<file path="src/rtl/cpu_pkg.sv">
// Shared definitions for the 8-bit processor: ALU opcode encodings and datapath widths.
package cpu_pkg;

  localparam int DATA_W = 8;
  localparam int PC_W   = 32;
  localparam int OFF_W  = 8;

  typedef enum logic [2:0] {
    ALU_FWD = 3'b000,
    ALU_ADD = 3'b001,
    ALU_AND = 3'b010,
    ALU_OR  = 3'b011,
    ALU_SLL = 3'b100,
    ALU_SRL = 3'b101,
    ALU_SRA = 3'b110,
    ALU_ROR = 3'b111
  } alu_op_e;

endpackage

</file>
<file path="src/rtl/alu_flow_unit_alu_core.sv">
// Combinational 8-bit ALU with ZERO flag. The shifter ops exist only when ALU_SHIFT_EN is defined.
import cpu_pkg::*;

module alu_core #(
  parameter int DATA_W = cpu_pkg::DATA_W
) (
  input  logic [DATA_W-1:0] DATA1,
  input  logic [DATA_W-1:0] DATA2,
  input  logic [2:0]        ALUOP,
  output logic [DATA_W-1:0] RESULT,
  output logic              ZERO
);

`ifdef ALU_SHIFT_EN
  logic [2:0]          shamt;
  logic [2*DATA_W-1:0] rot;
  assign shamt = DATA2[2:0];
  // Rotating the doubled word leaves the wrapped bits in the low half.
  assign rot   = {DATA1, DATA1} >> shamt;
`endif

  always_comb begin
    RESULT = '0;
    case (ALUOP)
      ALU_FWD: RESULT = DATA2;
      ALU_ADD: RESULT = DATA1 + DATA2;
      ALU_AND: RESULT = DATA1 & DATA2;
      ALU_OR:  RESULT = DATA1 | DATA2;
`ifdef ALU_SHIFT_EN
      ALU_SLL: RESULT = DATA1 << shamt;
      ALU_SRL: RESULT = DATA1 >> shamt;
      ALU_SRA: RESULT = DATA_W'($signed(DATA1) >>> shamt);
      ALU_ROR: RESULT = rot[DATA_W-1:0];
`endif
      default: RESULT = '0;
    endcase
  end

  assign ZERO = ~|RESULT;

endmodule

</file>
<file path="src/rtl/alu_flow_unit.sv">
// Execute stage: ALU, jump/branch select, target adder and PC register (optional shifter: ALU_SHIFT_EN).
import cpu_pkg::*;

module alu_flow_unit #(
  parameter int DATA_W = cpu_pkg::DATA_W,
  parameter int PC_W   = cpu_pkg::PC_W,
  parameter int OFF_W  = cpu_pkg::OFF_W
) (
  input  logic              CLK,
  input  logic              RESET,
  input  logic [DATA_W-1:0] DATA1,
  input  logic [DATA_W-1:0] DATA2,
  input  logic [2:0]        ALUOP,
  input  logic              JUMP,
  input  logic              BRANCH,
  input  logic [OFF_W-1:0]  OFFSET,
  input  logic              STALL,
  output logic [DATA_W-1:0] RESULT,
  output logic              ZERO,
  output logic              FLOW_SEL,
  output logic [PC_W-1:0]   PC,
  output logic [PC_W-1:0]   PC_PLUS4,
  output logic [PC_W-1:0]   TARGET
);

  logic [PC_W-1:0] pc_q;
  logic [PC_W-1:0] pc_d;
  logic [PC_W-1:0] off_ext;

  alu_core #(.DATA_W(DATA_W)) u_alu (
    .DATA1  (DATA1),
    .DATA2  (DATA2),
    .ALUOP  (ALUOP),
    .RESULT (RESULT),
    .ZERO   (ZERO)
  );

  // OFFSET counts instructions, so it is scaled to bytes after sign extension.
  assign off_ext  = {{(PC_W-OFF_W){OFFSET[OFF_W-1]}}, OFFSET};
  assign PC_PLUS4 = pc_q + PC_W'(4);
  assign TARGET   = PC_PLUS4 + (off_ext << 2);
  assign FLOW_SEL = JUMP | (BRANCH & ZERO);

  always_comb begin
    pc_d = pc_q;
    if (!STALL) begin
      pc_d = FLOW_SEL ? TARGET : PC_PLUS4;
    end
  end

  always_ff @(posedge CLK or negedge RESET) begin
    if (!RESET) begin
      pc_q <= '0;
    end else begin
      pc_q <= pc_d;
    end
  end

  assign PC = pc_q;

endmodule

</file>
<file path="config.mk">
export PLATFORM = sky130hd
export DESIGN_NAME = alu_flow_unit
export DESIGN_NICKNAME = d
export VERILOG_FILES = /design/src/rtl/cpu_pkg.sv /design/src/rtl/alu_flow_unit_alu_core.sv /design/src/rtl/alu_flow_unit.sv
export SDC_FILE = /design/constraint.sdc
export NUM_CORES = 1
export LEC_CHECK = 0
export BUFFER_PORTS_ARGS = -buffer_cell sky130_fd_sc_hd__clkbuf_2
export CORE_AREA = 2 2 130 132
export CTS_CLUSTER_DIAMETER = 50
export CTS_CLUSTER_SIZE = 30
export DETAILED_ROUTE_END_ITERATION = 10
export DIE_AREA = 0 0 132 134
export MAX_ROUTING_LAYER = met4
export PLACE_DENSITY = 0.61
export REMOVE_ABC_BUFFERS = 1
export SETUP_SLACK_MARGIN = 0.3
export SYNTH_ARGS = -nofsm -noshare
export SYNTH_HDL_FRONTEND = slang
export SYNTH_SLANG_ARGS = --single-unit
</file>
<file path="constraint.sdc">
create_clock -name CLK -period 6.3 [get_ports CLK]
set_input_delay 0.63 -clock CLK [delete_from_list [all_inputs] [get_ports CLK]]
set_output_delay 0.63 -clock CLK [all_outputs]
set_load 0.005 [all_outputs]
</file>
==> run metrics, run 1 <==
met1 GRT Util=20.8%; Inst Count DP=between 900 and 1000; FF+latch count, synth=30; commonest cells after routing, fill and taps aside=clkbuf_2, ha_1, nand2_1; max reg flops=30; Worst-Skew Late Latency=0.28 ns; sequential power share=16.4%; initial antenna violation count=0; Setup CP Type=flop to primary output; post-synth top area cell=dfrtp_1; Worst Path Required=approximately 5.7 ns; count of port buffers added during placement=~130; filler instances=1772; mapped cell area=4790 sq um; first-pass GRT wire length=between 20000 and 25000 um; critical path startpoint category=flop; gr usage total=17.1%; peak supply drop=about 0.13 mV; Area growth syn-to-layout=18.8%; antenna-violating nets left=0; die area=about 18000 sq um; CP Max Fanout=8; Worst Clk Skew=0.00728 ns; grt total ovfl=0; Slew @ Worst Pin=0.883 ns; outcome=completed; I/O pin cnt=roughly 140; number of global-route vias before repair=4516; Placement Rows=47; fmax=195 MHz; Setup-failing EPs final=0; fin crit share=81.2%; CTS tree=built; Min Clock Period, post-route=5.12 ns; layout cells sized above 1=21.6%; clock root cell=clkbuf_16; final worst slack=1.18 ns; sw frac=51.5%; DRT Wirelength=15000 um; setup tns final=0 ns; sequential share of the synthesized area=between 10% and 20%; core area=16300 sq um; Comb pwr share=75.0%; Top Usage Layer GRT=met2; Yosys Warn Count=0; die width=132 um; Post-Place Worst Slack=~1.5 ns; Hold WC Path Type=input pin to asynchronous set/reset pin; Yosys top cell area share=15.7%; clk sinks=30; Internal=0.00131 W; GRT met3 Usage=2.91%; post-cts hold buffer count=0; commonest non-fill, non-tap cell in the layout=clkbuf_2; Max Cap Viol=0; post-detail-place hpwl=12000 um; Setup Fix Bufs, Post-CTS=0; async set-reset flop share out of synthesis=100%; CTS Buf Count=5; Synth Instances=626; power per cell area=473 nW/um^2; crit path DAT=~4.5 ns; Starting Density=around 29%; clock share of power=8.6%; total DRC errors in the routed layout=0; GR Util met2=29.0%; initial DRC count=202; CTS resizes=0; number of H-tree levels=2; max_slew headroom=41.1%; Net Switching=0.00139 W; Final nets=820; Final Non-Filler Cells=953; largest net degree at the start of global routing=63; library cells used by synthesis=slightly above 70; antenna fix cells=0; syn_area_per_cell=7.66 sq um; hold slack=0.458 ns; Worst Setup End Kind=primary output; top_reg_cell synth=dfrtp_1; DR vias=4863; drt via density=5.10; LEAKAGE=2.70 nW; final-report max-slew violation count=0; WL/cell=around 16 um; clk buf depth=2; Die Ht=between 100 and 150 um; Detailed Routing Iterations Pass 1=5; Final Hold Viols=0; RD Place Congestion=approximately 0.97; ranking of synthesized cells by area=dfrtp_1, ha_1, xnor2_1; clk slew on worst S/H paths=0.05 ns; RSZ-0062 raised after global routing=false; total power=between 0.002 and 0.003 W; Post-synth EDFFs=0
-- synthesized netlist by cell type (8+ instances only) --
cell type  number
ha_1           53
nand2_1        52
a21oi_1        43
nor2_1         42
inv_1          37
o21ai_0        34
xnor2_1        32
dfrtp_1        30
mux2i_1        23
clkbuf_1       22
nand3_1        22
xor2_1         21
a211oi_1       18
nand4_1        18
nor3_1         12
o21ai_1        11
a211o_1         8
a21o_1          8
a31oi_1         8
and3_1          8
nor2b_1         8
-- worst max-delay path, stage by stage (launching register included) --
cell      delay, ns
dfrtp_1        0.48
ha_1           0.33
nand3_1        0.25
nor2_1         0.32
nand2b_1       0.21
nor2_1         0.28
nand3_1        0.13
xnor2_1        0.34
ha_1           0.22
and3_1         0.16
nand3_1        0.10
or2_2          0.31
o32ai_1        0.49
o21a_1         0.21
xor2_1         0.22
clkbuf_2       0.15
-- cell type report --
| cell class | instances | area (sq um) | share of cell area, % |
|---|---|---|---|
| clock buffer | 7 | 133 | 2.33 |
| inverter | 37 | 139 | 2.44 |
| multi-input combinational | 525 | 3720 | 65.3 |
| sequential | 30 | 751 | 13.2 |
| tap | 220 | 275 | 4.83 |
| timing repair buffer | 134 | 678 | 11.9 |
-- power by group through the flow --
stage / clock network (W) / registers (W) / logic, W
6_report: 0.000231 / 0.000444 / 0.00202
3_3_place_gp: 0 / 0.000439 / 0.00203
5_1_grt: 0.000247 / 0.000467 / 0.00224
3_5_place_dp: 0 / 0.000445 / 0.00202
2_1_floorplan: 0 / 0.000423 / 0.00124
4_1_cts: 0.000238 / 0.000442 / 0.00203
-- per-stage QoR --
stage	area, sq um	util, %
after floorplan	4600	-
after global placement	5570	34.2
after detailed placement	5570	34.2
after CTS	5700	35.0
after global routing	5700	35.0
final	5700	35.0
-- metal layers --
metal / part of all wire [%] / routed length, um
met5: 0 / 0
met4: 2.3 / 338
met3: 5.1 / 770
met2: 48 / 7120
met1: 45 / 6740
-- logic make-up (layout without fill, tap and decap cells) --
family	after synthesis	after routing	share of synthesized area, %
adders and majority gates	55	55	14.7
and+or+nand+nor	204	204	21.9
other	1	6	0.0782
DFF	30	30	15.7
muxes	28	28	6.21
buffers and inverters	76	178	7.25
AOI/OAI and AO/OA	179	179	24.5
xor gates and xnor gates	53	53	9.68
-- path summary, 6_finish.rpt --
path	start	endpoint	slack, ns	cells past startpoint
max in group asynchronous	RESET	PC[30]$_DFFE_PN0N_	5.29	1
setup reg to reg	PC[10]$_DFFE_PN0N_	PC[25]$_DFFE_PN0N_	1.85	14
setup / recovery	PC[2]$_DFFE_PN0N_	TARGET[28]	1.18	15
min in group CLK	PC[29]$_DFFE_PN0N_	PC[29]$_DFFE_PN0N_	0.55	2
hold / removal	RESET	PC[4]$_DFFE_PN0N_	0.46	1
hold reg to reg	PC[29]$_DFFE_PN0N_	PC[29]$_DFFE_PN0N_	0.55	2
(Power assumes the default switching activity.)
==> run 2, diff against run 1 <==
==> constraint.sdc (replaced) <==
create_clock -name CLK -period 5.13 [get_ports CLK]
set_input_delay 0.513 -clock CLK [delete_from_list [all_inputs] [get_ports CLK]]
set_output_delay 0.513 -clock CLK [all_outputs]
set_load 0.005 [all_outputs]
==> run metrics, run 2 (synthesis results as in run 1) <==
outcome=completed; RSZ-0062 raised after global routing=true; Setup-failing EPs final=0 (unchanged); antenna fix cells=0 (unchanged); Placement Rows=47 (unchanged); CP Max Fanout=8 (unchanged); DR vias=4976 (+2.3%); core area=16300 sq um (unchanged); initial DRC count=246 (+22%); Worst Clk Skew=0.00656 ns (-0.000716 ns); power per cell area=579 nW/um^2 (+22%); critical path startpoint category=flop; layout cells sized above 1=24.9% (+3.3 points); clock root cell=clkbuf_16; CP cell instances=ha_2 > nand3_2 > nor2_4 > nand2b_1 > nor2_1 > xor2_1 > ha_1 > a21oi_1 > o21ai_0 > a2111o_1 > a211oi_2 > o31a_1 > o21ai_0 > xnor2_1 > clkbuf_2; drt via density=5.16 (+1.2%); worst-case reg-to-reg path depth=13 (-1); Hold WC Path Type=input pin to asynchronous set/reset pin; total DRC errors in the routed layout=0 (unchanged); Post-Place Worst Slack=0.420 ns (-1.08 ns); die area=17700 sq um (unchanged); CTS tree=built; Slew @ Worst Pin=0.853 ns (-0.0303 ns); crit path DAT=4.05 ns (-0.44 ns); clk slew on worst S/H paths=0.06 ns (about the same); Max Cap Viol=0 (unchanged); max reg flops=30 (unchanged); first-pass GRT wire length=23700 um (-0.20%); fin crit share=88.9%; Die Ht=134 um (unchanged); peak supply drop=0.173 mV (+30%); CP most frequent cell=o21ai_0; CP top delay family=compound AO/OA/AOI/OAI gates; Inst Count DP=951 (+0.53%); final-report max-slew violation count=0 (unchanged); count of port buffers added during placement=131 (unchanged); area of the multi-input gates=3800 sq um (+2.1%); antenna-violating nets left=0 (unchanged); Min Clock Period, post-route=4.56 ns; storage element area=753 sq um (+0.33%); Starting Density=29.4% (unchanged); largest net degree at the start of global routing=34 (-46%); fmax=roughly 220 MHz; total power=0.00339 W (+26%); number of global-route vias before repair=4689 (+3.8%); LEAKAGE=2.79 nW (+3.4%); I/O pin cnt=138 (unchanged); Crit-path slowest cell=dfrtp_1; post-detail-place hpwl=11900 um (-1.2%); setup tns final=0 ns (unchanged); Final Non-Filler Cells=964 (+1.2%); max_slew headroom=43.1% (+2.0 points); Final Hold Viols=0 (unchanged); Area growth syn-to-layout=22.4%; commonest cells after routing, fill and taps aside=clkbuf_2, nand2_1, ha_1; filler instances=1729 (-2.4%); commonest non-fill, non-tap cell in the layout=clkbuf_2; die width=132 um (unchanged); clk buf depth=2 (unchanged); clk sinks=30 (unchanged); Detailed Routing Iterations Pass 1=4 (-1); Crit path depth=15 (unchanged); RD Place Congestion=0.917 (-5.0%); slowest stage delay, CP=0.46 ns (-0.03 ns); DRT Wirelength=14900 um (-0.30%); grt total ovfl=0 (unchanged); initial antenna violation count=0 (unchanged); Setup CP Type=flop to primary output; Buf/Inv on CP=1 (unchanged); Worst Path Required=4.62 ns (-1.05 ns); number of H-tree levels=2 (unchanged); Worst-Skew Late Latency=0.29 ns (about the same); Worst Setup End Kind=primary output; gr usage total=16.9% (-0.18 points); CTS Buf Count=5 (unchanged); Final nets=830 (+1.2%); hold slack=0.326 ns (-0.132 ns); final worst slack=0.569 ns (-0.613 ns); WL/cell=15.5 um (-1.4%)
-- run 2: cell count changes in the layout (fill, tap and decap cells not counted), sizes merged --
cell    delta
buf       +10
clkinv     +1
-- run 2: area by class of cell --
type	count	area share, %
Multi-Input combinational cell	525	64.7
Sequential cell	30	12.8
Timing Repair Buffer	144	12.8
Tap cell	220	4.69
Clock buffer	7	2.43
Inverter	37	2.37
Clock inverter	1	0.0853
-- run 2: report_power, final --
group | switching, W | total (W) | internal [W]
sequential | 0.000207 | 0.000558 | 0.000351
clock | 0.000117 | 0.000309 | 0.000192
combinational | 0.00141 | 0.00253 | 0.00111
total | 0.00174 | 0.00339 | 0.00166
-- run 2: per-stage QoR --
step | instance area (sq um) | utilization [%]
CTS | 5770 | 35.4
global route | 5870 | 36.0
global placement | 5600 | 34.4
floorplan | 4600 | -
detailed placement | 5600 | 34.4
finish | 5870 | 36.0
-- run 2: timing repair --
item	CTS	global route
hold buffers	0	0
setup buffers	0	5
gates resized for setup	4	15
endpoints found under the setup margin	6	10
pin swaps	0	3
-- run 2: worst paths after layout --
check,start,to,slack [ns]
max in group asynchronous,RESET,PC[2]$_DFFE_PN0N_,4.23
min in group CLK,PC[29]$_DFFE_PN0N_,PC[29]$_DFFE_PN0N_,0.56
worst max-delay path,PC[3]$_DFFE_PN0N_,TARGET[31],0.57
worst min register to register,PC[29]$_DFFE_PN0N_,PC[29]$_DFFE_PN0N_,0.56
worst max register to register,PC[10]$_DFFE_PN0N_,PC[25]$_DFFE_PN0N_,1.14
worst min-delay path,RESET,PC[4]$_DFFE_PN0N_,0.33
-- run 2: per-layer routing --
metal | up-vias | GRT usage (%) | wire length (um)
met5 | - | - | 0
met4 | 0 | 6.22 | 371
met2 | 143 | 28.0 | 6990
met3 | 25 | 3.10 | 866
met1 | 2302 | 20.6 | 6700
li1 | 2506 | - | -
